`config.mk`:
```
export PLATFORM = sky130hd
export DESIGN_NAME = branch_compare_unit
export DESIGN_NICKNAME = d
export VERILOG_FILES = /design/src/rtl/cpe_pkg.sv /design/src/rtl/brcmp_chunk.sv /design/src/rtl/branch_compare_unit.sv
export SDC_FILE = /design/constraint.sdc
export NUM_CORES = 1
export LEC_CHECK = 0
export BUFFER_PORTS_ARGS = -buffer_cell sky130_fd_sc_hd__buf_2
export CAP_MARGIN = 0
export CORE_MARGIN = 2
export CORE_UTILIZATION = 49
export DETAILED_ROUTE_END_ITERATION = 16
export GPL_ROUTABILITY_DRIVEN = 0
export PLACE_DENSITY = 0.81
export SETUP_SLACK_MARGIN = 0.02
export SLEW_MARGIN = 10
export SYNTH_ARGS = -nofsm -noshare
export SYNTH_HDL_FRONTEND = slang
export SYNTH_SLANG_ARGS = --single-unit
export TNS_END_PERCENT = 50
```
`constraint.sdc`:
```
create_clock -name clk_w_i -period 2.8 [get_ports clk_w_i]
set_clock_uncertainty 0.1 [all_clocks]
set_input_delay 0.14 -clock clk_w_i [delete_from_list [all_inputs] [get_ports clk_w_i]]
set_output_delay 0.14 -clock clk_w_i [all_outputs]
set_load 0.01 [all_outputs]
```
`src/rtl/cpe_pkg.sv`:
```
// Shared types and sizes for the branch compare unit.
// BRCMP_EARLY_EXIT_EN (optional) lets SCAN stop at the first differing chunk.
package cpe_pkg;

  localparam int XLEN       = 32;
  localparam int CHUNK_W    = 4;
  localparam int NUM_CHUNKS = 8;
  localparam int IDX_W      = $clog2(NUM_CHUNKS);

  typedef enum logic [1:0] {
    BRCMP_IDLE = 2'd0,
    BRCMP_SCAN = 2'd1,
    BRCMP_DONE = 2'd2
  } brcmp_state_e;

endpackage

```
`src/rtl/brcmp_chunk.sv`:
```
// Combinational unsigned compare of one operand chunk.
// Used by branch_compare_unit once per SCAN cycle.
module brcmp_chunk
  import cpe_pkg::*;
(
  input  logic [CHUNK_W-1:0] a,
  input  logic [CHUNK_W-1:0] b,
  output logic               chunk_eq,
  output logic               chunk_lt
);

  assign chunk_eq = (a == b);
  assign chunk_lt = (a < b);

endmodule

```
`src/rtl/branch_compare_unit.sv`:
```
// Multi-cycle branch comparator, one 4-bit chunk per cycle, MSB first.
// Build option: BRCMP_EARLY_EXIT_EN ends SCAN at the first differing chunk.
module branch_compare_unit
  import cpe_pkg::*;
(
  input  logic            clk_w_i,
  input  logic            rst_w_i_l,
  input  logic            start_w_i_h,
  input  logic [XLEN-1:0] rs1_w_i,
  input  logic [XLEN-1:0] rs2_w_i,
  input  logic            flush_w_i_h,
  output logic            busy_w_o_h,
  output logic            done_w_o_h,
  output logic            flags_valid_w_o_h,
  output logic            eq_w_o_h,
  output logic            lts_w_o_h,
  output logic            ltu_w_o_h,
  output logic            gtes_w_o_h,
  output logic            gteu_w_o_h
);

  brcmp_state_e state, state_nxt;

  logic [XLEN-1:0]    a_q, b_q;
  logic [IDX_W-1:0]   idx_q;
  logic               found_q, lt_q;
  logic [CHUNK_W-1:0] a_ch, b_ch;
  logic               chunk_eq, chunk_lt;
  logic               accept, in_scan;
  logic               hit, last, exit_scan;
  logic               lt_now, lts_now, eq_now;

  assign a_ch = a_q[idx_q*CHUNK_W +: CHUNK_W];
  assign b_ch = b_q[idx_q*CHUNK_W +: CHUNK_W];

  brcmp_chunk u_chunk (
    .a        (a_ch),
    .b        (b_ch),
    .chunk_eq (chunk_eq),
    .chunk_lt (chunk_lt)
  );

  assign in_scan = (state == BRCMP_SCAN);
  assign accept  = start_w_i_h & ~flush_w_i_h & ~in_scan;
  assign hit     = ~found_q & ~chunk_eq;
  assign last    = (idx_q == '0);

`ifdef BRCMP_EARLY_EXIT_EN
  assign exit_scan = last | hit;
`else
  assign exit_scan = last;
`endif

  // First differing chunk decides the unsigned order.
  assign lt_now  = found_q ? lt_q : (hit & chunk_lt);
  assign eq_now  = ~found_q & chunk_eq;
  assign lts_now = (a_q[XLEN-1] ^ b_q[XLEN-1]) ?
                   a_q[XLEN-1] : lt_now;

  always_ff @(posedge clk_w_i or negedge rst_w_i_l) begin
    if (!rst_w_i_l) state <= BRCMP_IDLE;
    else            state <= state_nxt;
  end

  always_comb begin
    state_nxt = state;
    if (flush_w_i_h) begin
      state_nxt = BRCMP_IDLE;
    end else begin
      unique case (state)
        BRCMP_IDLE:
          if (accept) state_nxt = BRCMP_SCAN;
        BRCMP_SCAN:
          if (exit_scan) state_nxt = BRCMP_DONE;
        BRCMP_DONE:
          state_nxt = accept ? BRCMP_SCAN : BRCMP_IDLE;
        default:
          state_nxt = BRCMP_IDLE;
      endcase
    end
  end

  always_ff @(posedge clk_w_i or negedge rst_w_i_l) begin
    if (!rst_w_i_l) begin
      a_q               <= '0;
      b_q               <= '0;
      idx_q             <= '0;
      found_q           <= 1'b0;
      lt_q              <= 1'b0;
      flags_valid_w_o_h <= 1'b0;
      eq_w_o_h          <= 1'b0;
      lts_w_o_h         <= 1'b0;
      ltu_w_o_h         <= 1'b0;
      gtes_w_o_h        <= 1'b0;
      gteu_w_o_h        <= 1'b0;
    end else if (accept) begin
      a_q               <= rs1_w_i;
      b_q               <= rs2_w_i;
      idx_q             <= IDX_W'(NUM_CHUNKS - 1);
      found_q           <= 1'b0;
      lt_q              <= 1'b0;
      flags_valid_w_o_h <= 1'b0;
    end else if (in_scan && !flush_w_i_h) begin
      if (hit) begin
        found_q <= 1'b1;
        lt_q    <= chunk_lt;
      end
      if (exit_scan) begin
        flags_valid_w_o_h <= 1'b1;
        eq_w_o_h          <= eq_now;
        ltu_w_o_h         <= lt_now;
        gteu_w_o_h        <= ~lt_now;
        lts_w_o_h         <= lts_now;
        gtes_w_o_h        <= ~lts_now;
      end else begin
        idx_q <= idx_q - 1'b1;
      end
    end
  end

  assign busy_w_o_h = in_scan;
  assign done_w_o_h = (state == BRCMP_DONE);

endmodule

```
==> After elaboration in Yosys (flattened, before gate mapping) <==
Cells that the tools add are included.
{ "totals": {"wordCells": 66, "mem_bits_ro": 0, "ff_bits": 77, "mem_bits_rw": 0, "n_memories": 0, "out_inout_bits": 8, "latch_bits": 0, "in_bits": 68} }
{ "classes": {"mux": 19, "n_mul": 0, "reduce_logical": 12, "n_shift": 2, "magnitude_cmp": 1, "div": 0, "n_addsub": 1, "n_eq_ne": 6, "bitwise_logic": 13} }
{ "ops": {"columns": ["cell", "count"], "rows": [
  ["$shiftx 32x6->4", 2],
  ["$mux 1", 12],
  ["$mux 3", 3],
  ["$reduce_and 2->1", 4],
  ["$not 1->1", 7],
  ["$mux 2", 3],
  ["$pmux 2 s3", 1],
  ["$reduce_bool 2->1", 3],
  ["$and 1x1->1", 5],
  ["$eq 4x4->1", 1],
  ["$lt 4x4->1", 1],
  ["$logic_not 3->1", 1],
  ["$ne 3x2->1 const B", 1],
  ["$ne 3x3->1 const B", 1],
  ["$reduce_and 3->1", 1],
  ["$sub 3x1->3 const B", 1],
  ["$eq 2x1->1 const B", 1],
  ["$eq 2x2->1 const B", 1],
  ["$logic_not 2->1", 1],
  ["$ne 2x2->1 const B", 1],
  ["$logic_and 1x1->1", 1],
  ["$logic_not 1->1", 1],
  ["$xor 1x1->1", 1]
]} }

==> Longest topological paths before layout <==
{ "depth": {"ltp_word": 8, "depth_mapped": 10, "depth_no_buf": 7} }

==> Cells and area by module <==
Synthesis repeated with hierarchy kept, for this count alone.
{ "hier_totals": {"cells_unflattened": 249, "area_unflattened_um2": 3706.1} }
{ "modules_own_cells": {"columns": ["module", "seq_area_each_um2", "area_per_inst_um2", "instances", "cells_each"], "rows": [
  ["branch_compare_unit", 1926.8, 3603.5, 1, 235],
  ["brcmp_chunk", 0.0, 102.6, 1, 14]
]} }

==> Worst setup path after synthesis <==
OpenSTA, ideal clock, no wires.
{ "synth_timing": {"kind": "register to register", "startpoint": "register idx_q[0]", "endpoint": "register gtes_w_o_h", "path_stages_with_launch": 9, "t_required_ns": 2.569, "path_buffers": 1, "setup_time_ns": 0.131, "period_less_slack_ns": 2.995, "arrival_time_ns": 2.764, "path_slack_ns": -0.195, "path_cell_list": "dfrtp_1 > buf_2 > mux4_2 > mux2_2 > ha_1 > and4_4 > a2111oi_4 > a211oi_1 > or3_1"} }
{ "synth_between": {"elab_chain_len": 8, "word_cells_on_any_way": 12, "cone_classes": "1 x order compare; 1 x eq/ne; 2 x shift; 2 x mux; 4 x bitwise; 2 x reduce/logical"} }
{ "synth_rtl": {"columns": ["item", "line_no", "text"], "rows": [
  ["start, declared", "branch_compare_unit.sv:25", "logic [IDX_W-1:0] idx_q;"],
  ["start signal, assigned", "branch_compare_unit.sv:99", "idx_q <= IDX_W'(NUM_CHUNKS - 1);"],
  ["start signal, assigned", "branch_compare_unit.sv:116", "idx_q <= idx_q - 1'b1;"],
  ["parallel branches: the longest is 8 deep, another holds $lt 4x4->1", null, null],
  ["end signal, assigned", "branch_compare_unit.sv:114", "gtes_w_o_h <= ~lts_now;"],
  ["end, declared", "branch_compare_unit.sv:18", "output logic gtes_w_o_h,"]
]} }
Parallel ways; which one is timed is not known.
A chain may end at the register's enable or synchronous reset.

==> Final worst setup path <==
Same ends and word-level chain as after synthesis.

==> qor.txt <==
Part of the power in combinational logic: 0.358
DR iter-0 viols: 130
Cell area after layout: 5100 um^2
Worst R2R Path Depth: 8
Synth cell types: 34
Worst EP arrival: 3.08 ns
Worst-Margin Slew: 0.947 ns
DRT Pass-1 Iters: 4
IO buf count: 75
Inserted Diodes: 0
Max Clk Rate: 339 MHz
Clk_lat worst skew: 0.34 ns
Slew Limit Fails: 0
Worst Path Required: 2.93 ns
Crit end category: flop
Drt total wl: 8510 um
Sw power: 1.02 mW
Clock Pin Slew Worst Setup and Hold Paths: 0.08 ns
Post-synth top area share: 0.536
Switch share: 0.299
RR Endpoint: gtes_w_o_h
Maxcap violations: 0
Minimum hold slack: 0.0591 ns
Hold depth: 3
Total negative setup slack: -0.247 ns
Dpl cell area: 4220 um^2
Final hold vios: 0
Post-layout util: 0.711
Clock share of power: 0.209
Site Rows: 31
Synth async-reset ratio: 1.00
Core area: 7180 um^2
Mapped Nets: 316
Main synth FF type: dfrtp_1
Die W: 89.6 um
Vias per inst: 5.14
Slew headroom: 0.368
P_int: 2.40 mW
Sink of the worst hold path: idx_q[2]
Worst Setup Slack, final: -0.151 ns
Most frequent cell after synthesis: dfrtp_1
Synth area leader: dfrtp_1
Total GRT Usage: 0.233
CTS root buf: clkbuf_8
Global-route wire length before repair: 13600 um
Worst hold path startpoint: start_w_i_h
Synth top area cells: dfrtp_1, mux2_2, mux4_2
Die area: 8030 um^2
Failing checks: negative setup slack
Cts bufs inserted: 9
I/O Pins: 76
Peak supply drop: 0.000361 V
PwrDens: 671 nW/um^2
Finished Layout Cells: 499
Synth cell count leaders: dfrtp_1, mux2_2, mux4_2, mux2_1, buf_2
#FFs+latches synth: 77
RSZ-0062 raised after global routing: true
Vias in the first global route: 2754
Share of cells above drive strength 1: 0.475
Total clock sinks: 77
CTS tree: done
H-tree levels: 3
Tcrit/Tclk final: 1.05
Synthesized area per cell: 14.8 um^2
Worst reg2reg startpoint: idx_q[0]
CP max FO: 6
Register share of total power: 0.432
Chip Height: 89.6 um
Post-synthesis instance total: 242
Congestion Overflow GR: 0
Nets@finish: 470
CTS max path bufs: 2
HP Class: in -> reg
Area Growth Syn to Fin: 42.1%
HPWL Detailed: 5280 um
Pin count of the biggest net entering global routing: 78
Routed vias: 2564
Synth Cell Area: 3590 um^2
Post-DRT Antenna Nets: 0
Final setup fails: 3
Fin crit period: 2.95 ns
Status: complete, but fails checks
DR WL/cell: 17.1 um
Initial antenna violation count: 0
Fillers: 468
Leakage power: 2.27 nW
EDFF count, synth: 0
Starting density of the core: 0.501
DR DRC count: 0
R2r setup slk: -0.15 ns
Setup CP Type: reg -> reg
Placed Instances: 415
Startpoint Class: flop
Seq/Total Area, Yosys: 0.536
Synth warn: 0
==> state kept, by name (all words and copies together), names as in the netlist <==
name	cells
a_q	32
b_q	32
eq_w_o_h	1
flags_valid_w_o_h	1
found_q	1
gtes_w_o_h	1
gteu_w_o_h	1
idx_q	3
lt_q	1
lts_w_o_h	1
ltu_w_o_h	1
state	2
==> power groups by stage <==
stage,clock network (mW),logic [mW],registers (mW)
6_report,0.717,1.23,1.48
2_1_floorplan,0,0.769,1.43
5_1_grt,0.789,1.31,1.51
3_5_place_dp,0,1.05,1.49
3_3_place_gp,0,0.999,1.48
4_1_cts,0.725,1.15,1.47
==> per-stage QoR <==
stage,total power [mW],setup slack (ns)
floorplan,2.19,0.00211
global placement,2.48,-0.105
detailed placement,2.54,-0.184
CTS,3.35,-0.115
global route,3.61,-0.218
finish,3.42,-0.151
==> worst max-delay path by stage <==
| stage | start | end | slack, ns | depth (start not counted) |
|---|---|---|---|---|
| after floorplan | idx_q[0] | gtes_w_o_h | 0.002 | 8 |
| after detailed placement | idx_q[0] | gtes_w_o_h | -0.18 | 9 |
| after CTS | idx_q[0] | gtes_w_o_h | -0.11 | 9 |
| after global placement | idx_q[0] | gtes_w_o_h | -0.10 | 9 |
| final | idx_q[0] | gtes_w_o_h | -0.15 | 8 |
| after global routing | idx_q[0] | gtes_w_o_h | -0.22 | 8 |
==> layout make-up <==
cell class	instances	area, um^2	area share
Clock buffer	13	149	0.0292
Multi-Input combinational cell	148	1690	0.330
Sequential cell	77	1930	0.378
Inverter	5	18.8	0.00368
Timing Repair Buffer	155	1190	0.233
Clock inverter	2	10.0	0.00196
Tap cell	99	124	0.0243
==> cells in the final DEF, fill, tap and decap left out, types with 4 or more instances in the layout <==
cell | synthesis | routed
o21ai_0 | 5 | 5
mux4_2 | 16 | 16
ha_4 | 0 | 4
dlygate4sd3_1 | 0 | 66
clkbuf_8 | 0 | 10
nand2_1 | 5 | 5
buf_4 | 0 | 11
dfrtp_1 | 77 | 76
mux2_2 | 57 | 54
mux2_1 | 11 | 11
buf_2 | 10 | 74
nor2_1 | 8 | 8
a21oi_1 | 6 | 6
==> cells by family after synthesis <==
family | Yosys count | synth area share
muxes | 89 | 0.327
DFF | 77 | 0.536
and+or+nand+nor | 29 | 0.0460
AOI/OAI and AO/OA | 24 | 0.0481
buffers and inverters | 17 | 0.0212
adders and majority gates | 6 | 0.0209
==> what timing repair did <==
| action | 4_1_cts | 5_1_grt |
|---|---|---|
| endpoints found under the setup margin | 3 | 5 |
| pin swaps | 1 | 4 |
| resized for setup | 2 | 3 |
| buffers inserted | 1 | 1 |
| hold buffers | 66 | 0 |
| gates cloned | 0 | 1 |
| endpoints found under the hold margin | 143 | 0 |
==> per-layer routing <==
| metal | part of all wire | vias up | global-route usage |
|---|---|---|---|
| li1 | - | 1203 | - |
| met1 | 0.42 | 1272 | 0.283 |
| met2 | 0.52 | 73 | 0.403 |
| met3 | 0.041 | 16 | 0.0603 |
| met4 | 0.016 | 0 | 0.0801 |
| met5 | 0 | - | 0 |
==> critical path: stages (launching register included) <==
cell and delay (ns):
dfrtp_2 0.43, clkbuf_16 0.18, mux4_2 0.50, mux2i_1 0.26
ha_4 0.26, and4_4 0.19, a2111oi_4 0.39, a211oi_2 0.14
or3_1 0.38
No activity file was read; power rests on OpenSTA's default activity.
